==> config.mk <==
export PLATFORM = sky130hd
export DESIGN_NAME = gcd_arbiter
export DESIGN_NICKNAME = d
export VERILOG_FILES = /design/src/rtl/gcd_arbiter.sv
export SDC_FILE = /design/constraint.sdc
export NUM_CORES = 1
export LEC_CHECK = 0
export CORE_AREA = 2 2 161 163
export CTS_CLUSTER_DIAMETER = 200
export DETAILED_ROUTE_END_ITERATION = 10
export DIE_AREA = 0 0 163 165
export MAX_ROUTING_LAYER = met4
export PLACE_DENSITY_LB_ADDON = 0.05
export SYNTH_ARGS = -nofsm -noshare
export SYNTH_HDL_FRONTEND = slang
export SYNTH_SLANG_ARGS = --single-unit
==> constraint.sdc <==
create_clock -name clock -period 3 [get_ports clock]
set_input_delay 0.6 -clock clock [delete_from_list [all_inputs] [get_ports clock]]
set_output_delay 0.6 -clock clock [all_outputs]
set_load 0.02 [all_outputs]
==> src/rtl/gcd_arbiter.sv <==
// Round-robin arbiter that shares one GCD unit among NUM_REQ requesters, one operation
// in flight, with a watchdog that turns a hung GCD operation into an error response.
//
// state  | meaning
// IDLE   | searching for the next requester after 'last'; grant accepted combinationally
// ISSUE  | presenting latched operands to the GCD unit until it accepts them
// WAIT   | counting cycles until a fresh result arrives or the watchdog expires
// RESP   | holding the response for the granted requester until it is taken
module gcd_arbiter #(
    parameter int NUM_REQ = 4,
    parameter int W       = 32,
    parameter int TIMEOUT = 1024
) (
    input  logic                       clock,
    input  logic                       reset,
    input  logic [NUM_REQ-1:0]         req_valid,
    output logic [NUM_REQ-1:0]         req_ready,
    input  logic [NUM_REQ*W-1:0]       req_x,
    input  logic [NUM_REQ*W-1:0]       req_y,
    output logic [NUM_REQ-1:0]         resp_valid,
    input  logic [NUM_REQ-1:0]         resp_ready,
    output logic [W-1:0]               resp_data,
    output logic                       resp_err,
    output logic [W-1:0]               gcd_x,
    output logic [W-1:0]               gcd_y,
    output logic                       gcd_in_valid,
    input  logic                       gcd_in_ready,
    input  logic [W-1:0]               gcd_out,
    input  logic                       gcd_out_valid,
    input  logic                       gcd_busy,
    output logic                       gcd_reset,
    output logic [$clog2(NUM_REQ)-1:0] grant_id,
    output logic                       busy
);

    localparam int IW = $clog2(NUM_REQ);
    localparam int CW = $clog2(TIMEOUT);

    typedef enum logic [1:0] {S_IDLE, S_ISSUE, S_WAIT, S_RESP} state_t;

    state_t          state_q, state_d;
    logic [IW-1:0]   last_q;
    logic [IW-1:0]   pick;
    logic [IW-1:0]   cand;
    logic            found;
    logic [W-1:0]    op_x_q, op_y_q, result_q;
    logic            err_q;
    logic [CW-1:0]   cnt_q;
    logic            rst_pulse_q;
    logic            take;
    logic            timeout_hit;

    // Walk last+1, last+2, ... with wrap so non-power-of-two NUM_REQ never indexes past the end.
    always_comb begin
        pick  = '0;
        found = 1'b0;
        cand  = last_q;
        for (int k = 0; k < NUM_REQ; k++) begin
            if (cand == IW'(NUM_REQ - 1)) cand = '0;
            else                          cand = cand + IW'(1);
            if (!found && req_valid[cand]) begin
                found = 1'b1;
                pick  = cand;
            end
        end
    end

    // A zero count means out_valid may still be the previous operation's result.
    assign take        = gcd_out_valid && !gcd_busy && (cnt_q != '0);
    assign timeout_hit = (cnt_q == CW'(TIMEOUT - 1));

    always_ff @(posedge clock) begin
        if (!reset) state_q <= S_IDLE;
        else        state_q <= state_d;
    end

    always_comb begin
        state_d = state_q;
        case (state_q)
            S_IDLE:  if (found)                state_d = S_ISSUE;
            S_ISSUE: if (gcd_in_ready)         state_d = S_WAIT;
            S_WAIT:  if (take || timeout_hit)  state_d = S_RESP;
            S_RESP:  if (resp_ready[grant_id]) state_d = S_IDLE;
            default:                           state_d = S_IDLE;
        endcase
    end

    always_comb begin
        req_ready    = '0;
        resp_valid   = '0;
        gcd_in_valid = 1'b0;
        busy         = (state_q != S_IDLE);
        if (state_q == S_IDLE && found) req_ready[pick] = 1'b1;
        if (state_q == S_RESP)          resp_valid[grant_id] = 1'b1;
        if (state_q == S_ISSUE)         gcd_in_valid = 1'b1;
    end

    always_ff @(posedge clock) begin
        if (!reset) begin
            last_q      <= IW'(NUM_REQ - 1);
            grant_id    <= '0;
            op_x_q      <= '0;
            op_y_q      <= '0;
            result_q    <= '0;
            err_q       <= 1'b0;
            cnt_q       <= '0;
            rst_pulse_q <= 1'b1;
        end else begin
            rst_pulse_q <= 1'b0;
            case (state_q)
                S_IDLE: if (found) begin
                    op_x_q   <= req_x[W*int'(pick) +: W];
                    op_y_q   <= req_y[W*int'(pick) +: W];
                    grant_id <= pick;
                end
                S_ISSUE: if (gcd_in_ready) cnt_q <= '0;
                S_WAIT: begin
                    cnt_q <= cnt_q + CW'(1);
                    if (take) begin
                        result_q <= gcd_out;
                        err_q    <= 1'b0;
                    end else if (timeout_hit) begin
                        result_q    <= '0;
                        err_q       <= 1'b1;
                        rst_pulse_q <= 1'b1;
                    end
                end
                S_RESP: if (resp_ready[grant_id]) last_q <= grant_id;
                default: ;
            endcase
        end
    end

    assign gcd_reset = !reset || rst_pulse_q;
    assign gcd_x     = op_x_q;
    assign gcd_y     = op_y_q;
    assign resp_data = result_q;
    assign resp_err  = err_q;

endmodule
==> impl_metrics.toml, run 1 <==
[critical_path]
endpoint_kind = "primary output"
crit_path_start_kind = "flop"
critPathKind = "reg -> out"
r2r_cells = 10
critPathLaunch = "last_q[1]$_SDFFE_PN1P_"
r2r_start = "last_q[0]$_SDFFE_PN1P_"
reg2reg_slack_ps = 500
slowest_delay_ps = 370
required_ps = 2400
arrival_ps = 2260
cp-endpoint = "req_ready[0]"
crit_slowest_cell = "ha_1"
cp_max_fo = 14
r2r-end = "gcd_x[29]$_SDFFE_PN0P_"
path_cells = "ha_1, mux2_1, o21ai_2, and3_1, buf_6, nor2_1, buf_12"

[global_route]
grt_pass1_vias = 6740
antenna_found_initial = 1
grt_max_degree = 76
grt_remaining_overflow = 0
grt_pass1_wl_um = 41100
track_usage_pct = 20.8

[cells_and_area]
fin_cells = 1397
syn_to_final_growth_pct = 78.8
drive_above_1_share_pct = 9.94
final_area_um2 = 11400
num-nets-final = 1361

[timing]
finalHoldViolCount = 0
min_period_over_period_pct = 95.5
max_freq_mhz = 349
worst_pin_slew_ps = 607
max-slew-margin-rel_pct = 59.5
rsz0062_at_grt = "false"
fin_crit_ps = 2860
setup_viol = 0
fin_skew_ps = 11.7
final_max_slew_viol_count = 0

[run_status]
outcome = "finished clean"

[logic_synthesis]
synthTopCellsByCount = "dfxtp_1, mux2i_1, o21ai_0, and2_1, a221oi_1"
synth.area.top_cells = "dfxtp_1, mux2i_1, a221oi_1"
synthDistinctLibCells = 51
syn_inst = 665
netlist.top_cell.by_area = "dfxtp_1"
ys.flop_type = "dfxtp_1"
synth-seq-cells = 114
yosysMostFrequentCell = "dfxtp_1"
syn_area_um2 = 6400
async_flop_share_pct = 0
syn_nets = 973
synth_edf_count = 0
ys_seq_area_share_pct = 35.7
ys_warn_count = 0
yosysTopAreaCellShare_pct = 35.7
synth_area_per_cell_um2 = 9.62

[floorplanning]
core_um2 = 25000
io_pins = 411
initial_core_util_pct = 25.6
die-width_um = 163
rows = 58
dieArea_um2 = 26900
die_y_um = 165

[cts]
cts_tree = "done"
clk_pin_slew_ps = 60
cts_buffer_depth = 2
worstSkewPairLatency_ps = 420
cts.sinks = 114
cts_setup_buffers = 0
cts_made_buffers = 17
htreeDepth = 4
cts-root-buf = "clkbuf_16"

[place]
dpl_cell_area_um2 = 10900
post-dp-hpwl_um = 20500
gp_congestion = 0.765
portBuffers = 410
post-place-cells = 1364

[power_and_ir_drop]
p_per_area_nw_per_um2 = 691
cellLeakagePower_nw = 4.24
ir_drop_uv = 337

[flow_run]
maxCapViolations = 0

[worst_hold_path]
hold_class = "reg -> reg"

[drt]
wl_per_cell_um = 20.2
viasPerCell = 4.87
first_pass_iters = 4
num_vias = 6798
drtIter0Drc = 381
routed_wl_um = 28200
remaining_drc_errors = 0
drtAntennaViolNets = 0
==> worst max-delay path: cells and delay by family, from the launching register on <==
kind                     cells  cell delay, ps
adder cells (fa/ha/maj)      1             370
multiplexers                 1             360
AND/OR/NAND/NOR              2             350
buffers and inverters        2             340
flip-flops                   1             320
AO/OA/AOI/OAI                1             100
==> state kept, by name, summed over array words and instances (netlist names) <==
register and cells:
rst_pulse_q 1, resp_data 32, gcd_x 32, resp_err 1, last_q 2, grant_id 2
cnt_q 10, gcd_y 32, state_q 2
==> area by class of cell <==
cell class | count | area [µm²]
fill | 2477 | 13600
multi-input combinational | 475 | 3740
sequential | 114 | 2280
inverter | 7 | 26.3
antenna | 1 | 2.50
clock buffer | 18 | 429
tap | 330 | 413
clock inverter | 14 | 155
timing repair buffer | 438 | 4390
==> logic make-up after synthesis <==
family / after synthesis / synth area share (%)
flip-flops: 114 / 35.7
buffers and inverters: 76 / 6.12
AO/OA/AOI/OAI: 260 / 32.8
AND/OR/NAND/NOR: 131 / 12.1
XOR/XNOR: 6 / 0.821
adder cells (fa/ha/maj): 7 / 1.37
multiplexers: 71 / 11.1
==> metal layers <==
layer	up-vias	wire, µm	global-route usage [%]
met5	-	0	-
met2	234	14200	35.3
met3	14	1960	5.42
li1	3364	-	-
met1	3186	11800	24.9
met4	0	233	4.38
==> worst min path at each step <==
stage,startpoint,to,slack (ps),cells after the start
final,resp_data[6]$_SDFFE_PN0P_,resp_data[6]$_SDFFE_PN0P_,480,1
after floorplan,last_q[1]$_SDFFE_PN1P_,last_q[1]$_SDFFE_PN1P_,460,2
after detailed placement,resp_data[23]$_SDFFE_PN0P_,resp_data[23]$_SDFFE_PN0P_,460,1
after global placement,resp_data[5]$_SDFFE_PN0P_,resp_data[5]$_SDFFE_PN0P_,460,1
after global routing,resp_data[20]$_SDFFE_PN0P_,resp_data[20]$_SDFFE_PN0P_,490,1
after CTS,resp_data[8]$_SDFFE_PN0P_,resp_data[8]$_SDFFE_PN0P_,480,1
==> where the power goes <==
group          internal (mW)  leakage [nW]  switching [mW]
Clock                   1.23         0.282           0.809
Sequential              1.89         0.937           0.218
Combinational           1.74          3.02            2.02
==> through the flow <==
stage | TNS, ps | utilization (%) | setup slack, ps | power, mW | hold slack [ps]
2_1_floorplan | 0 | - | 357 | 4.16 | 459
3_3_place_gp | -20.0 | 43.3 | -20.0 | 5.94 | 463
3_5_place_dp | -34.4 | 43.3 | -20.9 | 5.93 | 463
4_1_cts | 0 | 45.7 | 62.3 | 8.03 | 482
5_1_grt | 0 | 45.7 | 10.5 | 8.40 | 487
6_report | 0 | 45.7 | 136 | 7.90 | 478
==> layout by cell type, fill, tap and decap left out, types with 13 or more instances in the layout <==
master and n:
and2_1 53, a211oi_1 34, a32oi_1 13, nor2_1 18, clkbuf_16 17, nand2_1 14, dfxtp_1 114, mux2i_1 69
o2111ai_1 24, o21ai_0 60, clkdlybuf4s50_1 405, a22o_1 30, a211oi_2 18, a221oi_1 43, nor2b_1 14, buf_4 22
==> what timing repair did <==
action	CTS	global route
gates resized for setup	2	1
hold buffers	0	0
endpoints found under the setup margin	2	1
Power figures use the tool's default switching activity.
==> inputs of run 2 (changes only) <==
GPL_TIMING_DRIVEN = 0   (was unset)
==> impl_metrics.toml, run 2 (same netlist as run 1, synthesis figures left out) <==
[run_status]
outcome = "finished clean"

[global_route]
grt_pass1_vias = 6974
grt_remaining_overflow = 0
grtUsageMet3_pct = 5.83
grt_pass1_wl_um = 43500
grt-busiest-layer = "met2"
track_usage_pct = 22.4
met1_usage_pct = 27.9
antenna_found_initial = 5
grt_use_met2_pct = 36.1
grt_max_degree = 20

[power_and_ir_drop]
seqPwrFrac_pct = 26.1
clkPwrFrac_pct = 26.4
p_per_area_nw_per_um2 = 701
internal-power_mw = 4.94
cellLeakagePower_nw = 4.33
ir_drop_uv = 329
pwr-share-comb_pct = 47.5
p_sw_mw = 3.18
swShare_pct = 39.2

[place]
dp_slack_ps = -919
post-place-cells = 1405
gp_congestion = 0.802
portBuffers = 410
post-dp-hpwl_um = 23600

[drt]
drtIter0Drc = 394
num_vias = 7078
routed_wl_um = 30300
drtAntennaViolNets = 0
wl_per_cell_um = 21.0
remaining_drc_errors = 0
viasPerCell = 4.91
first_pass_iters = 5

[timing]
finalHoldViolCount = 0
setup_slack_ps = 94.5
fin_skew_ps = 7.83
max-slew-margin-rel_pct = 56.5
setup_viol = 0
worst_pin_slew_ps = 649
min_period_over_period_pct = 96.9
rsz0062_at_grt = "true"
fin_crit_ps = 2910
max_freq_mhz = 344
final_max_slew_viol_count = 0

[floorplanning]
dieArea_um2 = 26900
rows = 58
die_y_um = 165
core_um2 = 25000
io_pins = 411
initial_core_util_pct = 25.6
die-width_um = 163

[critical_path]
cp_max_fo = 10
critPathTopFamily = "buffers and inverters"
path_buf_inv = 3
r2r-end = "gcd_x[18]$_SDFFE_PN0P_"
path_depth = 7
crit_slowest_cell = "clkdlybuf4s50_1"
endpoint_kind = "primary output"
slowest_delay_ps = 600
required_ps = 2400
critPathLaunch = "req_valid[1]"
reg2reg_slack_ps = 620
path_cells = "clkdlybuf4s50_1, nor4_4, nor2_4, o21ai_4, buf_4, nor2_1, clkdlybuf4s15_2"
critPathKind = "in -> out"
r2r_start = "last_q[0]$_SDFFE_PN1P_"
crit_path_start_kind = "input pin"
r2r_cells = 8
arrival_ps = 2310

[cts]
htreeDepth = 4
cts_hold_buffers = 0
cts.sinks = 114
cts_made_buffers = 17
worstSkewPairLatency_ps = 430
cts-root-buf = "clkbuf_16"
cts_buffer_depth = 2
clk_pin_slew_ps = 60
cts_tree = "done"

[cells_and_area]
final_cell_mix = "clkdlybuf4s50_1, dfxtp_1, mux2i_1"
fin_cells = 1443
drive_above_1_share_pct = 11.4
final_common_cell = "clkdlybuf4s50_1"
num-nets-final = 1404
syn_to_final_growth_pct = 80.9

[worst_hold_path]
hold_class = "reg -> reg"
min_to = "resp_data[2]$_SDFFE_PN0P_"
hold_path_depth = 1
min-delay-start = "resp_data[2]$_SDFFE_PN0P_"

[flow_run]
maxCapViolations = 0
## run 2: worst max path at each step
stage | slack (ps) | end
finish | 90 | req_ready[0]
global route | -0.7 | req_ready[0]
CTS | 30 | req_ready[0]
detailed placement | -920 | req_ready[2]
global placement | -830 | req_ready[2]
floorplan | 360 | req_ready[3]
## run 2: power groups by stage
stage / Combinational (mW) / Sequential, mW / Clock, mW
after floorplan: 1.63 / 2.53 / 0
after CTS: 3.89 / 2.12 / 2.19
after global placement: 3.84 / 2.13 / 0
after global routing: 4.14 / 2.17 / 2.26
after detailed placement: 3.85 / 2.14 / 0
final: 3.85 / 2.12 / 2.14
## run 2: area by class of cell
cell class,count,area [µm²]
diodes,5,12.5
plain buffers,67,365
clock buffers,17,425
clock inverters,14,180
fillers,2463,13500
inverters,7,26.3
multi-input cells,475,3740
flip-flops and latches,114,2280
well taps,330,413
repair buffers,414,4120
## run 2: timing repair
item                                    CTS  global route
setup buffers                             4             0
endpoints found under the setup margin    4             3
pin swaps                                 2             1
gates resized for setup                  29             2
## run 2: worst register-to-register path, delay by kind of cell, from the launching register on
family | cells | cell delay, ps
buffers and inverters | 3 | 790
and+or+nand+nor | 3 | 690
DFF | 1 | 410
adders and majority gates | 1 | 240
AOI/OAI and AO/OA | 1 | 120
## run 2: layer usage
layer	up-vias	routed length (µm)	share of wire, %
li1	3464	-	-
met5	-	0	0
met2	267	14600	48
met1	3318	13000	43
met3	29	2170	7.2
met4	0	467	1.5
## run 2: metrics by stage
step	instance area [µm²]	util, %	power (mW)	TNS, ps	hold WS, ps
finish	11600	46.2	8.11	0	476
global route	11600	46.2	8.56	-0.675	492
CTS	11600	46.2	8.20	0	482
detailed placement	10900	43.6	5.99	-4190	463
global placement	10900	43.6	5.97	-3080	463
floorplan	6400	-	4.16	0	459
==> inputs of run 3 (changes only) <==
ABC_AREA = 0   (was unset)
==> results of run 3 <==
The final DEF is identical to that of run 2; final timing and power are the same.
